--- config.mk ---
export PLATFORM = sky130hd
export DESIGN_NAME = alu_seq_ctrl_flat
export DESIGN_NICKNAME = d
export VERILOG_FILES = /design/src/rtl/alu_seq_ctrl_if.sv /design/src/rtl/alu_seq_ctrl.sv /design/src/flat_wrapper.sv
export SDC_FILE = /design/constraint.sdc
export NUM_CORES = 1
export LEC_CHECK = 0
export BUFFER_PORTS_ARGS = -buffer_cell sky130_fd_sc_hd__buf_2
export CAP_MARGIN = 20
export CORE_ASPECT_RATIO = 0.5
export CORE_MARGIN = 1
export CORE_UTILIZATION = 54
export DETAILED_ROUTE_END_ITERATION = 16
export GPL_TIMING_DRIVEN = 0
export HOLD_SLACK_MARGIN = 0.06
export PLACE_DENSITY_LB_ADDON = 0.15
export SYNTH_ARGS = -nofsm -noshare
export SYNTH_HDL_FRONTEND = slang
export SYNTH_SLANG_ARGS = --single-unit
--- constraint.sdc ---
create_clock -name clk -period 2 [get_ports clk]
set_input_delay 0.1 -clock clk [delete_from_list [all_inputs] [get_ports clk]]
set_output_delay 0.1 -clock clk [all_outputs]
set_load 0.005 [all_outputs]
--- src/rtl/alu_seq_ctrl_if.sv ---
// alu_seq_ctrl_if: request/response channels between calculator control and the ALU sequencer
interface alu_seq_ctrl_if #(parameter int NBYTES = 4);
  logic req_valid;
  logic req_ready;
  logic [2:0] req_opt;
  logic [8*NBYTES-1:0] req_a;
  logic [8*NBYTES-1:0] req_b;
  logic req_ci;
  logic rsp_valid;
  logic rsp_ready;
  logic [8*NBYTES-1:0] rsp_s;
  logic rsp_zero;
  logic rsp_co;
  logic rsp_err;
  modport master (
    output req_valid, req_opt, req_a, req_b, req_ci, rsp_ready,
    input  req_ready, rsp_valid, rsp_s, rsp_zero, rsp_co, rsp_err
  );
  modport slave (
    input  req_valid, req_opt, req_a, req_b, req_ci, rsp_ready,
    output req_ready, rsp_valid, rsp_s, rsp_zero, rsp_co, rsp_err
  );
endinterface

--- src/rtl/alu_seq_ctrl.sv ---
// alu_seq_ctrl: runs one N-byte operation through the shared 8-bit ALU, LSB first, chaining carry/borrow
module alu_seq_ctrl #(
  parameter int NBYTES = 4
) (
  input  logic clk,
  input  logic rst_n,
  alu_seq_ctrl_if.slave bus,
  output logic [2:0] alu_opt,
  output logic [7:0] alu_numa,
  output logic [7:0] alu_numb,
  output logic alu_ci,
  input  logic [7:0] alu_s,
  input  logic alu_zero,
  input  logic alu_co
);
  localparam int W = 8*NBYTES;
  typedef enum logic [1:0] {IDLE, RUN, DONE} state_t;
  state_t state, state_nxt;
  logic [2:0] opt, idx;
  logic [W-1:0] a, b, acc, acc_nxt, s_r;
  logic ci, co, zacc, zero_r, co_r, err_r;
  logic legal, last, run, accept;
  always_comb begin
    legal = bus.req_opt != 3'd0 && bus.req_opt < 3'd6;
    run = state == RUN;
    last = idx == 3'(NBYTES-1);
    accept = state == IDLE && bus.req_valid;
    state_nxt = accept ? (legal ? RUN : DONE) :
                (run && last) ? DONE :
                (state == DONE && bus.rsp_ready) ? IDLE : state;
    alu_opt = run ? opt : 3'd0;
    alu_numa = run ? 8'(a >> {idx, 3'b000}) : 8'd0;
    alu_numb = run ? 8'(b >> {idx, 3'b000}) : 8'd0;
    alu_ci = run && (idx == 3'd0 ? ci : co);
    acc_nxt = (acc & ~(W'(8'hff) << {idx, 3'b000})) | (W'(alu_s) << {idx, 3'b000});
  end
  assign bus.req_ready = state == IDLE;
  assign bus.rsp_valid = state == DONE;
  assign bus.rsp_s = s_r;
  assign bus.rsp_zero = zero_r;
  assign bus.rsp_co = co_r;
  assign bus.rsp_err = err_r;
  always_ff @(posedge clk or negedge rst_n) begin
    if (!rst_n) state <= IDLE;
    else state <= state_nxt;
  end
  // Response registers load only on entry to DONE so they hold through IDLE and RUN
  always_ff @(posedge clk or negedge rst_n) begin
    if (!rst_n) begin
      opt <= '0;
      idx <= '0;
      a <= '0;
      b <= '0;
      ci <= 1'b0;
      co <= 1'b0;
      zacc <= 1'b0;
      acc <= '0;
      s_r <= '0;
      zero_r <= 1'b0;
      co_r <= 1'b0;
      err_r <= 1'b0;
    end else if (accept) begin
      opt <= bus.req_opt;
      a <= bus.req_a;
      b <= bus.req_b;
      ci <= bus.req_ci;
      idx <= '0;
      co <= 1'b0;
      zacc <= 1'b1;
      if (!legal) begin
        s_r <= '0;
        zero_r <= 1'b1;
        co_r <= 1'b0;
        err_r <= 1'b1;
      end
    end else if (run) begin
      acc <= acc_nxt;
      co <= alu_co;
      zacc <= zacc & alu_zero;
      idx <= last ? 3'd0 : idx + 3'd1;
      if (last) begin
        s_r <= opt == 3'd5 ? '0 : acc_nxt;
        zero_r <= zacc & alu_zero;
        co_r <= alu_co;
        err_r <= 1'b0;
      end
    end
  end
endmodule

--- src/flat_wrapper.sv ---
// flat-port wrapper written by rule: the top's interface ports become plain ports
module alu_seq_ctrl_flat 
#(
  parameter int NBYTES = 4
)
  (clk, rst_n, alu_opt, alu_numa, alu_numb, alu_ci, alu_s, alu_zero, alu_co, bus_req_valid, bus_req_opt, bus_req_a, bus_req_b, bus_req_ci, bus_rsp_ready, bus_req_ready, bus_rsp_valid, bus_rsp_s, bus_rsp_zero, bus_rsp_co, bus_rsp_err);
  alu_seq_ctrl_if #(.NBYTES(NBYTES)) bus_i ();
  input  logic clk;
  input  logic rst_n;
  output logic [2:0] alu_opt;
  output logic [7:0] alu_numa;
  output logic [7:0] alu_numb;
  output logic alu_ci;
  input  logic [7:0] alu_s;
  input  logic alu_zero;
  input  logic alu_co;
  input wire logic [$bits(bus_i.req_valid)-1:0] bus_req_valid;
  input wire logic [$bits(bus_i.req_opt)-1:0] bus_req_opt;
  input wire logic [$bits(bus_i.req_a)-1:0] bus_req_a;
  input wire logic [$bits(bus_i.req_b)-1:0] bus_req_b;
  input wire logic [$bits(bus_i.req_ci)-1:0] bus_req_ci;
  input wire logic [$bits(bus_i.rsp_ready)-1:0] bus_rsp_ready;
  output wire logic [$bits(bus_i.req_ready)-1:0] bus_req_ready;
  output wire logic [$bits(bus_i.rsp_valid)-1:0] bus_rsp_valid;
  output wire logic [$bits(bus_i.rsp_s)-1:0] bus_rsp_s;
  output wire logic [$bits(bus_i.rsp_zero)-1:0] bus_rsp_zero;
  output wire logic [$bits(bus_i.rsp_co)-1:0] bus_rsp_co;
  output wire logic [$bits(bus_i.rsp_err)-1:0] bus_rsp_err;
  assign bus_i.req_valid = bus_req_valid;
  assign bus_i.req_opt = bus_req_opt;
  assign bus_i.req_a = bus_req_a;
  assign bus_i.req_b = bus_req_b;
  assign bus_i.req_ci = bus_req_ci;
  assign bus_i.rsp_ready = bus_rsp_ready;
  assign bus_req_ready = bus_i.req_ready;
  assign bus_rsp_valid = bus_i.rsp_valid;
  assign bus_rsp_s = bus_i.rsp_s;
  assign bus_rsp_zero = bus_i.rsp_zero;
  assign bus_rsp_co = bus_i.rsp_co;
  assign bus_rsp_err = bus_i.rsp_err;
  alu_seq_ctrl #(.NBYTES(NBYTES)) u_core (.clk(clk), .rst_n(rst_n), .bus(bus_i), .alu_opt(alu_opt), .alu_numa(alu_numa), .alu_numb(alu_numb), .alu_ci(alu_ci), .alu_s(alu_s), .alu_zero(alu_zero), .alu_co(alu_co));
endmodule
# After elaboration in Yosys (flattened, before gate mapping)
# Index checks and enable logic that the tools add are counted.
[totals] in_bits=82 reg_bits=142 output_inout_bits=57 wordCells=73
[op_classes] magnitude_cmp=1 n_shift=4 bitwise=5 n_reduce_logical=13 add_sub_neg=1 muxes=31 n_eq_ne=5
[op_table] operator="$mux 32" n=5
[op_table] operator="$shr 32x6->8" n=2
[op_table] operator="$and 32x32->32" n=1
[op_table] operator="$not 32->32" n=1
[op_table] operator="$or 32x32->32" n=1
[op_table] operator="$shl 8x6->32" n=1
[op_table] operator="$shl 8x6->32 const A" n=1
[op_table] operator="$mux 1" n=16
[op_table] operator="$mux 8" n=2
[op_table] operator="$mux 3" n=4
[op_table] operator="$mux 2" n=4
[op_table] operator="$reduce_bool 3->1" n=2
[op_table] operator="$logic_and 1x1->1" n=5
[op_table] operator="$reduce_bool 2->1" n=2
[op_table] operator="$add 3x1->3 const B" n=1
[op_table] operator="$eq 3x2->1 const B" n=1
[op_table] operator="$eq 3x3->1 const B" n=1
[op_table] operator="$logic_not 3->1" n=1
[op_table] operator="$lt 3x3->1 const B" n=1
[op_table] operator="$reduce_and 3->1" n=1
[op_table] operator="$eq 2x1->1 const B" n=1
[op_table] operator="$eq 2x2->1 const B" n=1
[op_table] operator="$logic_not 2->1" n=1
[op_table] operator="$ne 2x2->1 const B" n=1
[op_table] operator="3 further kinds" n=3

# Longest topological paths before layout
[logic_depth] depth_word=8 depth_mapped=7 depth_no_buf=5

# Least setup slack after synthesis
# Ideal clock, no wire load.
[synth_path] kind="flip-flop to flip-flop" start="reg u_core.idx[1]" end="reg u_core.acc[10]" setup_slack_ns=0.384 arrival_ns=1.533 setup_ns=0.083 period_less_slack_ns=1.616 path_stages_with_launch=8 path_buffers=2 cell_sequence="dfrtp_1 > clkbuf_1 > inv_1 > ha_1 > nand2b_1 > clkbuf_1 > a22oi_1 > o21ai_0"
[synth_between] elab_chain_len=4 word_cells_on_any_way=5 classes_between="shift: 2; bitwise: 3"
[synth_lines] element="from (decl)" line_no="alu_seq_ctrl.sv:19" text="logic [2:0] opt, idx;"
[synth_lines] element="from (signal assigned)" line_no="alu_seq_ctrl.sv:80" text="idx <= last ? 3'd0 : idx + 3'd1;"
[synth_lines] element="$shl 8x6->32" line_no="alu_seq_ctrl.sv:35" text="acc_nxt = (acc & ~(W'(8'hff) << {idx, 3'b000})) | (W'(alu_s) << {idx, 3'b000});"
[synth_lines] element="$not 32->32" line_no="alu_seq_ctrl.sv:35"
[synth_lines] element="$and 32x32->32" line_no="alu_seq_ctrl.sv:35"
[synth_lines] element="$or 32x32->32 *" line_no="alu_seq_ctrl.sv:35"
[synth_lines] element="to (signal assigned)" line_no="alu_seq_ctrl.sv:77" text="acc <= acc_nxt;"
[synth_lines] element="to (decl)" line_no="alu_seq_ctrl.sv:20" text="logic [W-1:0] a, b, acc, acc_nxt, s_r;"
# Mark *: on every way between the ends. The rest lies on a longest branch, timed or not.
# A chain may end at the register's enable or synchronous reset.

# Worst setup path in the final report
[layout_path] start="reg u_core.idx[0]" end="out alu_numb[2]"
[layout_between] elab_chain_len=2
[layout_lines] element="$shr 32x6->8" line_no="alu_seq_ctrl.sv:33" text="alu_numb = run ? 8'(b >> {idx, 3'b000}) : 8'd0;"
[layout_lines] element="$mux 8" line_no="alu_seq_ctrl.sv:33"
[layout_lines] element="to (decl)" line_no="flat_wrapper.sv:12" text="output logic [7:0] alu_numb;"
# Every way passes these cells.

==> impl_metrics.tcl <==
set metrics [dict create \
    die_h_microns 76.9 \
    worst_pin_slew_ps 524 \
    worst_ir_drop_vdd_v 0.000894 \
    required_ps 1900 \
    finalHoldViolCount 0 \
    grt_pass1_vias 5195 \
    period_needed_ps 2020 \
    power_uw 13300 \
    place_ws_ps -196 \
    dp_hpwl_microns 9980 \
    synth_xor_area_share_pct 0 \
    clk_latency_ps 420 \
    grt_max_degree 101 \
    hold_class "input pin to register" \
    crit_fanout 10 \
    synth_cell_type_count 41 \
    grt_setup_unrepaired "yes" \
    ios 139 \
    ant_nets 0 \
    synth_flop_cell "dfrtp_1" \
    via_per_inst 5.58 \
    fp.dieW_microns 152 \
    synth_edf_count 0 \
    skew_ps 12.1 \
    cts_buffer_depth 2 \
    ys_seq_elements 137 \
    areaGrowthSynthToFinish_pct 40.5 \
    max_clock_freq_mhz 496 \
    coreArea_sq_um 10500 \
    grt_util_all_layers_pct 32.2 \
    grt_first_pass_wirelength_microns 27600 \
    end_kind "output port" \
    synth_top_cell_area_share_pct 56.6 \
    synth.cell_area_sq_um 6060 \
    power.density_nw_per_um2 1570 \
    cts_tree "done" \
    multi_input_area_sq_um 2410 \
    syn_area_per_cell_sq_um 12.7 \
    drt-initial-drc-count 368 \
    route.detailed.drc 0 \
    drv_slew 0 \
    globalplace.congestion 0.796 \
    port_buffers 138 \
    layout-drive-gt1-share_pct 34.3 \
    setup_ws_ps -15.3 \
    cp_slowest_stage_delay_ps 520 \
    nets 807 \
    max_slew_margin_pct 65.1 \
    synth_top_family_by_area "multiplexers" \
    violations "negative setup slack" \
    syn_inst 477 \
    synthArstFlopShare_pct 100 \
    ys_seq_area_share_pct 56.6 \
    synth_compound_area_share_pct 10.2 \
    cts.sinks 137 \
    vias 4885 \
    synth_area_leaders "dfrtp_1, mux2_1, mux4_2" \
    antenna_found_initial 2 \
    timing.final.crit_share_pct 101 \
    wirelength_microns 17100 \
    cp-start-kind "register" \
    synth_fa_ha_area_share_pct 0.826 \
    cp_cell_sequence "buf_6 > mux4_2 > and3_1 > buf_2" \
    numCtsBuffers 17 \
    cts.clk_slew.worst_paths_ps 60 \
    synth_common_cells "dfrtp_1, nand2_1, mux2_1" \
    yosys_warnings 0 \
    synthMuxAreaShare_pct 18.8 \
    status "complete, but fails checks" \
    clockRootBuffer "clkbuf_16" \
    grt.overflow.total 0 \
    slowest_stage "mux4_2" \
    firstDrtPassIters 5 \
    synth_most_common_cell "dfrtp_1" \
    fillers 622 \
    yosysTopAreaCell "dfrtp_1" \
    critical_path_arrival_ps 1920 \
    register_area_sq_um 3430 \
    synth-simple-area-share_pct 9.79 \
    power.leakage_uw 0.00401 \
    start_util_pct 57.5 \
    synth_nets 563 \
    crit_type "register to output port" \
    rows 26 \
    die_area_sq_um 11700 \
    maxCapViolCount 0 \
    htreeDepth 4 \
    wl_per_cell_microns 19.5 \
    setup_viol 3 \
]
placed cells by master, fill, tap and decap left out, types with 2 or more instances in the layout:
cell type,synthesis,routed
diode_2,0,2
mux2_1,54,54
clkbuf_1,11,5
bufinv_16,0,4
clkinvlp_4,0,3
clkbuf_2,1,6
dlygate4sd3_1,0,77
nand3_1,2,2
o31ai_1,2,2
and3_4,0,2
mux4_2,16,16
buf_2,12,148
and3_1,16,14
o21ai_0,29,29
mux2_2,14,14
a22oi_1,27,27
nor2_1,3,3
and2_1,4,4
ha_1,4,4
inv_2,0,2
nor3b_4,2,2
clkbuf_8,1,3
dfrtp_1,137,136
clkbuf_16,0,18
nand2b_1,7,7
buf_6,5,9
buf_4,6,13
o22ai_1,32,32
nand2_1,71,71
inv_6,0,4
metal layers:
metal | global-route usage [%] | part of all wire, % | vias up
met1 | 41.4 | 42 | 2435
met4 | 13.0 | 2.1 | 0
met3 | 8.21 | 5.9 | 35
met5 | 0 | 0 | -
li1 | - | - | 2234
met2 | 52.1 | 50 | 181
logic make-up after synthesis:
family / count (synthesis)
multiplexers: 85
flip-flops: 137
AO/OA/AOI/OAI: 97
buffers and inverters: 39
adder cells (fa/ha/maj): 4
AND/OR/NAND/NOR: 115
area by class of cell:
cell class	instances	area share, %
repair buffers	225	18.5
flip-flops and latches	137	40.3
clock inverters	12	2.19
clock buffers	20	5.37
multi-input cells	301	28.3
well taps	140	2.06
inverters	3	0.132
diodes	2	0.0588
plain buffers	36	3.10
critical path: cells and delay by family (launching register included):
| kind | cells | cell delay, ps |
|---|---|---|
| and+or+nand+nor | 1 | 210 |
| DFF | 1 | 420 |
| muxes | 1 | 520 |
| buffers and inverters | 2 | 340 |
state kept, by name (all words and copies together), names as in the netlist, 2 cells and up:
register and flops:
u_core.a 32, u_core.state 2, u_core.acc 27, u_core.opt 3, u_core.b 32, u_core.idx 3, u_core.bus.rsp_s 32
path summary, 6_finish.rpt:
check	end	slack, ps	start	cells past startpoint
min in group asynchronous	u_core.a[19]$_DFFE_PN0P_	170	rst_n	2
max reg2reg	u_core.bus.rsp_s[14]$_DFFE_PN0P_	60	u_core.idx[0]$_DFFE_PN0P_	8
max in group asynchronous	u_core.idx[0]$_DFFE_PN0P_	980	rst_n	3
min reg2reg	u_core.bus.rsp_err$_DFFE_PN0P_	480	u_core.bus.rsp_err$_DFFE_PN0P_	1
min	u_core.bus.rsp_s[7]$_DFFE_PN0P_	90	alu_s[7]	3
max	alu_numb[2]	-20	u_core.idx[0]$_DFFE_PN0P_	4
power breakdown:
| part | leakage, uW | switching, uW | total (uW) | internal (uW) |
|---|---|---|---|---|
| Combinational | 0.00200 | 2460 | 5130 | 2670 |
| Clock | 0.000304 | 1260 | 3430 | 2170 |
| Sequential | 0.00170 | 730 | 4770 | 4040 |
metrics by stage:
| step | utilization (%) | TNS, ps | cell area [sq um] | cells | hold WS, ps |
|---|---|---|---|---|---|
| floorplan | - | 0 | 6060 | 477 | -196 |
| global placement | 65.7 | -146310 | 6920 | 755 | 315 |
| detailed placement | 66.0 | -3890 | 6960 | 756 | 26.0 |
| CTS | 80.2 | -7.76 | 8450 | 871 | 79.8 |
| global route | 80.7 | -733 | 8510 | 876 | 111 |
| finish | 80.7 | -29.5 | 8510 | 876 | 88.9 |
what timing repair did:
item                                    in CTS  in global routing
resized for setup                           13                 12
endpoints found under the hold margin      215                  0
hold buffers                                77                  0
setup buffers                                6                  3
endpoints found under the setup margin      51                 19
pin swaps                                    0                  1
No activity file was read; power rests on OpenSTA's default activity.
